===== src/rtl/ctrl_decode_pkg.sv =====
// ctrl_decode_pkg: RV32 opcodes, ALU op codes, control word type and decode function (M-ext via CTRL_DECODE_MEXT_EN)
package ctrl_decode_pkg;
  localparam logic [6:0] OP_R     = 7'b0110011;
  localparam logic [6:0] OP_LOAD  = 7'b0000011;
  localparam logic [6:0] OP_STORE = 7'b0100011;
  localparam logic [6:0] OP_BR    = 7'b1100011;
  localparam logic [6:0] OP_I     = 7'b0010011;
  localparam logic [6:0] OP_JALR  = 7'b1100111;
  localparam logic [6:0] OP_JAL   = 7'b1101111;
  localparam logic [6:0] OP_LUI   = 7'b0110111;
  localparam logic [6:0] OP_AUIPC = 7'b0010111;
  localparam logic [6:0] F7_MEXT  = 7'b0000001;
  localparam logic [3:0] ALUOP_R     = 4'b0000;
  localparam logic [3:0] ALUOP_IMM   = 4'b0001;
  localparam logic [3:0] ALUOP_BR    = 4'b0010;
  localparam logic [3:0] ALUOP_JUMP  = 4'b0011;
  localparam logic [3:0] ALUOP_LOAD  = 4'b0100;
  localparam logic [3:0] ALUOP_STORE = 4'b0101;
  localparam logic [3:0] ALUOP_LUI   = 4'b0110;
  localparam logic [3:0] ALUOP_AUIPC = 4'b0111;
  localparam logic [3:0] ALUOP_MUL   = 4'b1000;
  typedef struct packed {
    logic       regwrite;
    logic       memrd;
    logic       memw;
    logic       memtoreg;
    logic       branch;
    logic       op_b_sel;
    logic [3:0] aluop;
    logic [1:0] op_a_sel;
    logic [1:0] extend_sel;
    logic [1:0] next_pc_sel;
  } ctrl_t;
  typedef struct packed {
    ctrl_t      ctl;
    logic       illegal;
    logic [4:0] rd;
    logic [4:0] rs1;
    logic [4:0] rs2;
  } ctrl_word_t;
  function automatic ctrl_word_t decode_ctrl(input logic [31:0] instr);
    ctrl_word_t w;
    w = '0;
    w.illegal = 1'b1;
    w.rd = instr[11:7];
    w.rs1 = instr[19:15];
    w.rs2 = instr[24:20];
    case (instr[6:0])
      OP_R:
`ifdef CTRL_DECODE_MEXT_EN
        {w.illegal, w.ctl} = {1'b0, 6'b100000, instr[31:25] == F7_MEXT ? ALUOP_MUL : ALUOP_R, 6'b000000};
`else
        if (instr[31:25] != F7_MEXT) {w.illegal, w.ctl} = {1'b0, 6'b100000, ALUOP_R, 6'b000000};
`endif
      OP_LOAD:  {w.illegal, w.ctl} = {1'b0, 6'b110101, ALUOP_LOAD,  6'b000000};
      OP_STORE: {w.illegal, w.ctl} = {1'b0, 6'b001001, ALUOP_STORE, 6'b001000};
      OP_BR:    {w.illegal, w.ctl} = {1'b0, 6'b000010, ALUOP_BR,    6'b000001};
      OP_I:     {w.illegal, w.ctl} = {1'b0, 6'b100001, ALUOP_IMM,   6'b000000};
      OP_JALR:  {w.illegal, w.ctl} = {1'b0, 6'b100000, ALUOP_JUMP,  6'b100011};
      OP_JAL:   {w.illegal, w.ctl} = {1'b0, 6'b100000, ALUOP_JUMP,  6'b100010};
      OP_LUI:   {w.illegal, w.ctl} = {1'b0, 6'b100001, ALUOP_LUI,   6'b110100};
      OP_AUIPC: {w.illegal, w.ctl} = {1'b0, 6'b100001, ALUOP_AUIPC, 6'b010100};
      default: ;
    endcase
    return w;
  endfunction
endpackage


===== src/rtl/ctrl_fifo.sv =====
// ctrl_fifo: synchronous FIFO of any DEPTH with flush, registered ready and zeroed head when empty
module ctrl_fifo #(
  parameter type T = logic,
  parameter int DEPTH = 2
) (
  input  logic clk,
  input  logic rst,
  input  logic flush,
  input  logic push_valid,
  output logic push_ready,
  input  T     push_data,
  output logic pop_valid,
  input  logic pop_ready,
  output T     pop_data
);
  localparam int PW = DEPTH > 1 ? $clog2(DEPTH) : 1;
  localparam int CW = $clog2(DEPTH + 1);
  T mem [DEPTH];
  logic [PW-1:0] wr_ptr, rd_ptr;
  logic [CW-1:0] count, count_nxt;
  logic push, pop;
  function automatic logic [PW-1:0] wrap_inc(input logic [PW-1:0] p);
    return p == PW'(DEPTH - 1) ? '0 : p + PW'(1);
  endfunction
  assign pop_valid = count != '0;
  assign pop_data = pop_valid ? mem[rd_ptr] : '0;
  always_comb begin
    push = push_valid && push_ready && !flush;
    pop = pop_valid && pop_ready && !flush;
    count_nxt = flush ? '0 : count + CW'(push) - CW'(pop);
  end
  always_ff @(posedge clk) begin
    if (rst) begin
      count <= '0;
      push_ready <= 1'b1;
      wr_ptr <= '0;
      rd_ptr <= '0;
    end else begin
      count <= count_nxt;
      push_ready <= count_nxt < CW'(DEPTH);
      wr_ptr <= flush ? '0 : push ? wrap_inc(wr_ptr) : wr_ptr;
      rd_ptr <= flush ? '0 : pop ? wrap_inc(rd_ptr) : rd_ptr;
    end
  end
  always_ff @(posedge clk) begin
    if (push) mem[wr_ptr] <= push_data;
  end
endmodule


===== src/rtl/ctrl_decode_pipe.sv =====
// ctrl_decode_pipe: registered RV32 control decoder feeding a DEPTH-entry FIFO (M-ext MUL decode via CTRL_DECODE_MEXT_EN)
module ctrl_decode_pipe
  import ctrl_decode_pkg::*;
#(
  parameter int XLEN = 32,
  parameter int DEPTH = 2,
  parameter int ALUOP_W = 4
) (
  input  logic               clk_i,
  input  logic               rst_i,
  input  logic               flush_i,
  input  logic               in_valid_i,
  output logic               in_ready_o,
  input  logic [XLEN-1:0]    instr_i,
  input  logic [XLEN-1:0]    pc_i,
  output logic               out_valid_o,
  input  logic               out_ready_i,
  output logic [XLEN-1:0]    pc_o,
  output logic [4:0]         rd_o,
  output logic [4:0]         rs1_o,
  output logic [4:0]         rs2_o,
  output logic               memw_o,
  output logic               branch_o,
  output logic               memrd_o,
  output logic               regwrite_o,
  output logic               memtoreg_o,
  output logic               opBsel_o,
  output logic [ALUOP_W-1:0] aluop_o,
  output logic [1:0]         opAsel_o,
  output logic [1:0]         extendsel_o,
  output logic [1:0]         nextPCsel_o,
  output logic               illegal_o
);
  typedef struct packed {
    ctrl_word_t      c;
    logic [XLEN-1:0] pc;
  } entry_t;
  entry_t in_entry, head;
  assign in_entry = '{c: decode_ctrl(instr_i[31:0]), pc: pc_i};
  ctrl_fifo #(.T(entry_t), .DEPTH(DEPTH)) u_fifo (
    .clk       (clk_i),
    .rst       (rst_i),
    .flush     (flush_i),
    .push_valid(in_valid_i),
    .push_ready(in_ready_o),
    .push_data (in_entry),
    .pop_valid (out_valid_o),
    .pop_ready (out_ready_i),
    .pop_data  (head)
  );
  assign pc_o = head.pc;
  assign rd_o = head.c.rd;
  assign rs1_o = head.c.rs1;
  assign rs2_o = head.c.rs2;
  assign illegal_o = head.c.illegal;
  assign regwrite_o = head.c.ctl.regwrite;
  assign memrd_o = head.c.ctl.memrd;
  assign memw_o = head.c.ctl.memw;
  assign memtoreg_o = head.c.ctl.memtoreg;
  assign branch_o = head.c.ctl.branch;
  assign opBsel_o = head.c.ctl.op_b_sel;
  assign aluop_o = ALUOP_W'(head.c.ctl.aluop);
  assign opAsel_o = head.c.ctl.op_a_sel;
  assign extendsel_o = head.c.ctl.extend_sel;
  assign nextPCsel_o = head.c.ctl.next_pc_sel;
endmodule


===== config.mk =====
export PLATFORM = sky130hd
export DESIGN_NAME = ctrl_decode_pipe
export DESIGN_NICKNAME = d
export VERILOG_FILES = /design/src/rtl/ctrl_decode_pkg.sv /design/src/rtl/ctrl_fifo.sv /design/src/rtl/ctrl_decode_pipe.sv
export SDC_FILE = /design/constraint.sdc
export NUM_CORES = 1
export LEC_CHECK = 0
export ABC_CLOCK_PERIOD_IN_PS = 5100
export CORE_MARGIN = 2
export CORE_UTILIZATION = 30
export DETAILED_ROUTE_END_ITERATION = 16
export DONT_BUFFER_PORTS = 1
export PLACE_DENSITY = 0.49
export RECOVER_POWER = 100
export REMOVE_ABC_BUFFERS = 1
export SKIP_LAST_GASP = 1
export SLEW_MARGIN = 0
export SYNTH_ARGS = -nofsm -noshare
export SYNTH_HDL_FRONTEND = slang
export SYNTH_HIERARCHICAL = 1
export SYNTH_SLANG_ARGS = --single-unit

===== constraint.sdc =====
create_clock -name clk_i -period 5.1 [get_ports clk_i]
set_clock_uncertainty 0.05 [all_clocks]
set_input_delay 1.02 -clock clk_i [delete_from_list [all_inputs] [get_ports clk_i]]
set_output_delay 1.02 -clock clk_i [all_outputs]
set_load 0.01 [all_outputs]

==> flow_metrics.tcl, run 1 <==
set metrics [dict create \
    dieArea_sq_mm 0.0190 \
    grt_max_degree 43 \
    antenna_found_initial 0 \
    cts_resized 0 \
    slew_viol_final 66 \
    first_pass_iters 4 \
    worstRegToRegCells 3 \
    yosys_warnings 6 \
    outcome "finished, violations left" \
    r2r_slack_ns 1.59 \
    ys_seq_elements 134 \
    hold_ws_ns 0.512 \
    synth.avg_cell_area_sq_um 15.9 \
    drtIter0Drc 94 \
    finalCoreUtilization_pct 35.3 \
    netlist_instances 338 \
    synth-seq-area-share_pct 73.8 \
    cts_tree "built" \
    dpl.hpwl_um 6490 \
    violations "capacitance limit, slew limit" \
    endpoint "u_fifo/mem[0][24]" \
    period_needed_ns 3.74 \
    num_rows 48 \
    drt-total-wl_um 10300 \
    grt_pass1_vias 2768 \
    n_antenna_cell 0 \
    power_w 0.00252 \
    clk_latency_ns 0.40 \
    rsz0062_at_grt "no" \
    die_y_um 138 \
    cts_sinks 134 \
    tns_ns 0 \
    async_flop_share_pct 0 \
    fin_crit_sh_pct 73.3 \
    grt_usage_pct 11.0 \
    max-cap-violations 2 \
    yosysUniqueCellTypes 38 \
    cellPowerDensity_mw_per_mm2 409 \
    root_buffer "clkbuf_16" \
    synth_top_flop_cell "edfxtp_1" \
    vias_per_cell 4.62 \
    grt_pass1_wl_um 15100 \
    die_w_um 138 \
    worstSetupStartpoint "flush_i" \
    numCtsBuffers 17 \
    worst_pin_slew_ns 3.08 \
    cts_max_level 4 \
    antenna_left 0 \
    portBuffers 0 \
    register_area_sq_mm 0.00397 \
    cp.required_ns 5.14 \
    postLayoutCellArea_sq_mm 0.00615 \
    grt-ovfl-total 0 \
    cts_buffer_depth 2 \
    drive_gt1_share_pct 9.75 \
    crit_arrival_ns 3.78 \
    hold_buffers 0 \
    timing.rr.end "u_fifo/mem[0][24]" \
    multiInputGateArea_sq_mm 0.00126 \
    hold_violations 0 \
    core_area_sq_mm 0.0174 \
    max_freq_mhz 268 \
    synth_edf_count 128 \
    syn_area_sq_mm 0.00537 \
    dpl-instance-area_sq_mm 0.00561 \
    final_net_count 417 \
    cp_max_fo 33 \
    drc 0 \
    p_leak_nw 1.94 \
    hold-path-cell-count 2 \
    worstSetupPathType "input pin to register" \
    areaGrowthSynthToFinish_pct 14.6 \
    maxSlewHeadroom_pct -106 \
    gp_congestion 0.731 \
    clk_pin_slew_ns 0.05 \
    setup_viol 0 \
    initial_core_util_pct 30.8 \
    post_cts_buffers 0 \
    cp-end-kind "register" \
    ios 135 \
    worst_ir_drop_vdd_mv 0.204 \
    crit_path_start_kind "input pin" \
    worstReg2RegStart "u_fifo/push_ready" \
    wire_per_inst_um 17.6 \
    n_fill_cell 1690 \
    hold_class "register to register" \
    vias 2699 \
]
cells in the final DEF (no fill, tap or decap), types with 2 or more instances in the layout:
cell and count:
edfxtp_1 128, nor2_1 74, mux2i_1 64, clkbuf_16 17, clkinv_1 6, inv_1 5, nor3_1 5, dfxtp_1 5
nand2_1 3, nand3b_1 3, a21oi_1 3, bufinv_16 3, nor4_1 2, nand3_1 2, or2_0 2, a21o_1 2
clkbuf_1 2, clkinv_2 2, clkinvlp_4 2, mux2_2 2, ha_1 2, conb_1 2, buf_12 2, buf_4 2
worst max-delay path, cell delays in order:
cell	delay (ns)
nand3b_1	0.18
nor2_1	2.25
buf_12	0.29
metal layers:
layer	vias up	global-route usage, %	share of wire (%)
met5	-	0	0
met4	0	4.93	1.0
met3	9	5.30	9.6
met2	85	17.9	49
met1	1340	12.1	40
li1	1265	-	-
layout make-up:
type | instances | area share [%]
tap | 225 | 4.58
timing repair buffer | 4 | 0.895
clock inverter | 13 | 2.24
sequential | 134 | 64.5
multi-input combinational | 184 | 20.4
clock buffer | 19 | 7.04
inverter | 5 | 0.305
flip-flops by register name, summed over array words and instances, names as in the netlist, named ones only:
name / cells
u_fifo/count: 2
u_fifo/mem: 128
u_fifo/push_ready: 1
u_fifo/rd_ptr: 1
u_fifo/wr_ptr: 1
cell families (layout without fill, tap and decap cells):
group                    after synthesis  count (layout)  share of synthesized area [%]
AO/OA/AOI/OAI                         11              11                           1.65
XOR/XNOR                               2               2                          0.583
adder cells (fa/ha/maj)                2               2                          0.466
buffers and inverters                 21              41                           2.73
flip-flops                           134             134                           73.8
multiplexers                          66              66                           12.4
other                                  1               2                         0.0698
AND/OR/NAND/NOR                      101             101                           8.32
power breakdown:
part / total, W / switching, W / internal [W]
combinational: 0.0000834 / 0.0000577 / 0.0000257
sequential: 0.00125 / 0.00000951 / 0.00124
clock: 0.00118 / 0.000428 / 0.000755
total: 0.00252 / 0.000495 / 0.00202
worst min-delay path by stage:
stage,from,endpoint
floorplan,u_fifo/push_ready,u_fifo/wr_ptr
global placement,u_fifo/push_ready,u_fifo/wr_ptr
detailed placement,u_fifo/push_ready,u_fifo/wr_ptr
CTS,u_fifo/push_ready,u_fifo/wr_ptr
global route,u_fifo/push_ready,u_fifo/wr_ptr
finish,u_fifo/push_ready,u_fifo/wr_ptr
metrics by stage:
step	std cells	setup slack, ns
3_5_place_dp	552	2.17
3_3_place_gp	552	2.20
5_1_grt	584	1.07
4_1_cts	584	1.77
2_1_floorplan	323	0.666
6_report	584	1.36
Yosys cell counts (all sizes together) (2+ instances only):
library cell	count	area [sq um]
edfxtp	128	3840
nor2	75	284
mux2i	64	641
buf	15	124
dfxtp	6	120
inv	5	18.8
nor3	5	25.0
nand2	4	17.5
or2	4	25.0
a21oi	3	22.5
nand3b	3	22.5
a21o	2	15.0
ha	2	25.0
mux2	2	22.5
nand3	2	10.0
nor4	2	12.5
No activity file was read; power rests on OpenSTA's default activity.
==> run 2: changes to the inputs <==
- ABC_CLOCK_PERIOD_IN_PS: 5100 -> 3700
- clock period: 5.1 -> 3.7 ns (I/O delays scaled with it)
==> run 2 against run 1 <==
Net effect: the run still ends with capacitance limit, slew limit left; combinational power increased by 39%; clock power up 26%; via count shrank 0.19%; final cell count grew 0.34%; hold slack worse by 0.14 ns; first-iteration DRC count is 51% higher.
==> flow_metrics.tcl, run 2 (same netlist as run 1, synthesis figures left out) <==
set metrics [dict create \
    cp-end-kind "register" \
    crit_path_start_kind "register" \
    hold_class "input pin to register" \
    first_pass_iters 4 \
    worstReg2RegStart "u_fifo/push_ready" \
    initial_core_util_pct 30.8 \
    max_freq_mhz 357 \
    final_cell_mix "edfxtp_1, nor2_1, mux2i_1, clkbuf_16" \
    worst_slack_ns 0.899 \
    dpl.hpwl_um 6490 \
    drc 0 \
    finalCoreUtilization_pct 35.1 \
    post_cts_buffers 0 \
    n_antenna_cell 0 \
    cellPowerDensity_mw_per_mm2 543 \
    n_fill_cell 1699 \
    vias 2694 \
    num_rows 48 \
    maxSlewHeadroom_pct -37.4 \
    cts_max_level 4 \
    die_y_um 138 \
    fin_crit_sh_pct 75.7 \
    vias_per_cell 4.60 \
    worstSetupStartpoint "u_fifo/push_ready" \
    gp_congestion 0.728 \
    largest_register_ffs 128 \
    min_from "pc_i[22]" \
    cts_buffer_depth 2 \
    hold_violations 0 \
    layout_commonest_cell "edfxtp_1" \
    clk_pin_slew_ns 0.05 \
    crit_arrival_ns 2.74 \
    dp_cells 554 \
    drive_gt1_share_pct 10.5 \
    ios 135 \
    cts_tree "built" \
    wire_per_inst_um 17.3 \
    grt-ovfl-total 0 \
    core_area_sq_mm 0.0174 \
    pre_cts_ws_ns 1.38 \
    antenna_found_initial 0 \
    period_needed_ns 2.80 \
    reg_top3 "u_fifo/mem x128, u_fifo/count x2" \
    r2r_slack_ns 0.90 \
    register_area_sq_mm 0.00397 \
    grt_max_degree 35 \
    hold_buffers 0 \
    worst_ir_drop_vdd_mv 0.287 \
    areaGrowthSynthToFinish_pct 14.0 \
    violations "capacitance limit, slew limit" \
    multiInputGateArea_sq_mm 0.00127 \
    worst_pin_slew_ns 2.06 \
    final_net_count 419 \
    die_w_um 138 \
    cts_resized 0 \
    rsz0062_at_grt "no" \
    dieArea_sq_mm 0.0190 \
    max-cap-violations 4 \
    root_buffer "clkbuf_16" \
    cp.required_ns 3.64 \
    numCtsBuffers 17 \
    cp_max_fo 32 \
    cts_sinks 134 \
    outcome "finished, violations left" \
    worstSetupPathType "register to register" \
    drt-total-wl_um 10100 \
    slew_viol_final 132 \
    grt_pass1_wl_um 14800 \
    clk_latency_ns 0.41 \
    antenna_left 0 \
    grt_pass1_vias 2766 \
    regMostFlops "u_fifo/mem" \
    grt_usage_pct 10.9 \
    portBuffers 0 \
    drtIter0Drc 142 \
    final_cells 586 \
    setup_viol 0 \
    p_leak_nw 1.92 \
]
-- run 2: final timing paths --
| path | end | cells past startpoint |
|---|---|---|
| worst min register to register | u_fifo/wr_ptr | 2 |
| worst max register to register | u_fifo/mem[0][25] | 3 |
| worst max-delay path | u_fifo/mem[0][25] | 3 |
| worst min-delay path | u_fifo/mem[1][22] | 0 |
-- run 2: cell type report --
type	count	share of cell area, %
Clock buffer	20	7.14
Timing Repair Buffer	6	0.900
Tap cell	225	4.60
Sequential cell	134	64.8
Inverter	5	0.307
Multi-Input combinational cell	184	20.8
Clock inverter	12	1.43
-- run 2: per-layer routing --
metal	vias to the layer above	share of wire [%]	GRT usage, %
li1	1268	-	-
met2	84	50	17.8
met5	-	0	0
met1	1330	40	12.0
met3	12	8.8	5.26
met4	0	1.7	5.44
-- run 2: stage by stage --
stage	area (sq um)	hold slack [ns]	power [W]	setup TNS, ns
5_1_grt	6120	0.337	0.00348	0
3_3_place_gp	5650	0.513	0.00187	0
6_report	6120	0.369	0.00333	0
3_5_place_dp	5650	0.516	0.00188	0
4_1_cts	6170	0.341	0.00339	0
2_1_floorplan	5250	0.476	0.00184	-58.06
-- run 2: report_power, final --
| part | leakage, nW | switching (W) | internal (W) |
|---|---|---|---|
| registers | 1.25 | 0.0000128 | 0.00171 |
| clock network | 0.258 | 0.000580 | 0.000907 |
| logic | 0.415 | 0.0000808 | 0.0000349 |
| total | 1.92 | 0.000673 | 0.00265 |
-- run 2: critical path, cell delays in order (launching register included) --
cell	delay, ns
dfxtp_1	0.43
nand3b_1	0.25
nor2_4	0.15
clkbuf_1	1.48
==> run 3: changes to the inputs <==
- ABC_CLOCK_PERIOD_IN_PS: 3700 -> 2800
- clock period: 3.7 -> 2.8 ns (I/O delays scaled with it)
==> run 3 against run 2 <==
Net effect: the run now ends clean; highest routed layer unchanged; via count shrank 0.89%; non-clock buffer count is 1 higher; critical path depth is the same; hold slack got worse by 0.18 ns; clock power grew 45%; register-to-register slack worse by 0.09 ns; critical endpoint is now pc_o[26]; count of clock-buffer cells in the layout down 1; first-iteration DRC count down 22%; sequential share of layout area fell by 0.60 points; flip-flop and latch count did not move.
==> flow_metrics.tcl, run 3 (same netlist as run 1, synthesis figures left out) <==
set metrics [dict create \
    postLayoutCellArea_sq_mm 0.00618 \
    gp_congestion 0.720 \
    max_freq_mhz 430 \
    first_pass_iters 4 \
    dpl.hpwl_um 6410 \
    drc 0 \
    worst_pin_slew_ns 0.930 \
    die_w_um 138 \
    ios 135 \
    cts_tree "built" \
    rsz0062_at_grt "no" \
    swShare_pct 19.7 \
    outcome "completed" \
    layout_commonest_cell "edfxtp_1" \
    dieArea_sq_mm 0.0190 \
    die_y_um 138 \
    core_area_sq_mm 0.0174 \
    drtIter0Drc 111 \
    largest_register_ffs 128 \
    path_delay_family "flip-flops" \
    setup_viol 0 \
    antenna_left 0 \
    cp_cell_sequence "buf_4 > mux2i_1 > nor2_1" \
    hold_violations 0 \
    power.internal_w 0.00368 \
    seq_power_share_pct 49.6 \
    grt-busiest-layer "met2" \
    drt-total-wl_um 10100 \
    final_cells 587 \
    grt_pass1_wl_um 14600 \
    cp_slowest_cell "dfxtp_4" \
    period_needed_ns 2.32 \
    clk_latency_ns 0.41 \
    regMostFlops "u_fifo/mem" \
    crit_arrival_ns 1.71 \
    cellPowerDensity_mw_per_mm2 742 \
    n_fill_cell 1694 \
    tns_ns 0 \
    grt-ovfl-total 0 \
    max_stage_delay_ns 0.55 \
    root_buffer "clkbuf_16" \
    worstHoldEndpoint "u_fifo/mem[1][34]" \
    grt_max_degree 56 \
    numCtsBuffers 17 \
    cp_max_fo 18 \
    timing.rr.end "u_fifo/mem[1][18]" \
    cp_num_buf_inv 1 \
    drive_gt1_share_pct 11.0 \
    r2r_slack_ns 0.81 \
    areaGrowthSynthToFinish_pct 15.1 \
    worstSetupPathType "register to primary output" \
    cts_buffer_depth 2 \
    slew_viol_final 0 \
    vias_per_cell 4.55 \
    combPwrFrac_pct 3.4 \
    use_met2_pct 17.1 \
    use_met1_pct 11.9 \
    maxSlewHeadroom_pct 38.0 \
    hold-path-cell-count 0 \
    grt_pass1_vias 2659 \
    max-cap-violations 0 \
    worstReg2RegStart "u_fifo/push_ready" \
    min_from "instr_i[22]" \
    post_cts_buffers 0 \
    dpl-instance-area_sq_mm 0.00563 \
    initial_core_util_pct 30.8 \
    final_net_count 420 \
    final_cell_mix "edfxtp_1, nor2_1, mux2i_1, clkbuf_16, clkinv_1" \
    cp-end-kind "primary output" \
    clk_pin_slew_ns 0.06 \
    vias 2670 \
    cts_max_level 4 \
    crit_path_start_kind "register" \
    worstRegToRegCells 3 \
    cts_resized 0 \
    worst_ir_drop_vdd_mv 0.367 \
    p_sw_w 0.000904 \
    p_leak_nw 1.95 \
    antenna_found_initial 0 \
    cts_sinks 134 \
    dp_cells 555 \
    fin_crit_sh_pct 83.0 \
    wire_per_inst_um 17.1 \
    met3_usage_pct 5.19 \
    num_rows 48 \
    hold_buffers 0 \
    n_antenna_cell 0 \
    cp.required_ns 2.19 \
    reg_top3 "u_fifo/mem x128, u_fifo/count x2" \
    portBuffers 0 \
    hold_class "input pin to register" \
    p_clk_share_pct 47.1 \
    grt_usage_pct 10.8 \
]
==> run 3: cell types whose count changed in the layout (fill, tap and decap cells not counted), moves of 2 or more <==
| cell | previous run | this run |
|---|---|---|
| clkbuf_2 | 0 | 4 |
| clkbuf_1 | 7 | 2 |
| clkinv_1 | 2 | 6 |
| bufinv_16 | 1 | 3 |
| clkinv_2 | 7 | 2 |
==> run 3: worst max-delay path by stage <==
stage / from / endpoint / slack (ns) / depth (start not counted)
3_5_place_dp: flush_i / u_fifo/push_ready / 0.83 / 6
6_report: register / pc_o[26] / 0.48 / 3
5_1_grt: u_fifo/count[0] / pc_o[9] / 0.33 / 3
4_1_cts: register / pc_o[26] / 0.38 / 3
2_1_floorplan: flush_i / u_fifo/mem[0][0] / -1.17 / 2
3_3_place_gp: flush_i / u_fifo/push_ready / 0.83 / 6
==> run 3: power groups by stage <==
stage	clock [W]	combinational (W)	sequential, W
after floorplan	0	0.000117	0.00232
after global placement	0	0.000162	0.00231
after detailed placement	0	0.000163	0.00231
after CTS	0.00222	0.000164	0.00227
after global routing	0.00232	0.000172	0.00228
final	0.00216	0.000154	0.00227
==> run 3: per-stage QoR <==
step | setup WS (ns) | utilization, % | hold slack (ns) | power, W
after CTS | 0.378 | 35.6 | 0.163 | 0.00466
after floorplan | -1.17 | - | 0.476 | 0.00243
final | 0.477 | 35.5 | 0.189 | 0.00458
after detailed placement | 0.834 | 32.3 | 0.511 | 0.00248
after global placement | 0.834 | 32.3 | 0.510 | 0.00247
after global routing | 0.330 | 35.5 | 0.156 | 0.00477
==> run 3: cell type report <==
| type | instances | area [sq um] | share of cell area, % |
|---|---|---|---|
| well taps | 225 | 282 | 4.56 |
| clock inverters | 13 | 138 | 2.23 |
| clock buffers | 19 | 433 | 7.01 |
| repair buffers | 7 | 67.6 | 1.09 |
| multi-input cells | 184 | 1270 | 20.6 |
| inverters | 5 | 18.8 | 0.304 |
| flip-flops and latches | 134 | 3970 | 64.2 |
==> run 3: per-layer routing <==
layer / up-vias / part of all wire, % / routed length, um
li1: 1268 / - / -
met1: 1300 / 40 / 4020
met2: 91 / 49 / 4910
met3: 11 / 9.5 / 955
met4: 0 / 1.6 / 159
met5: - / 0 / 0
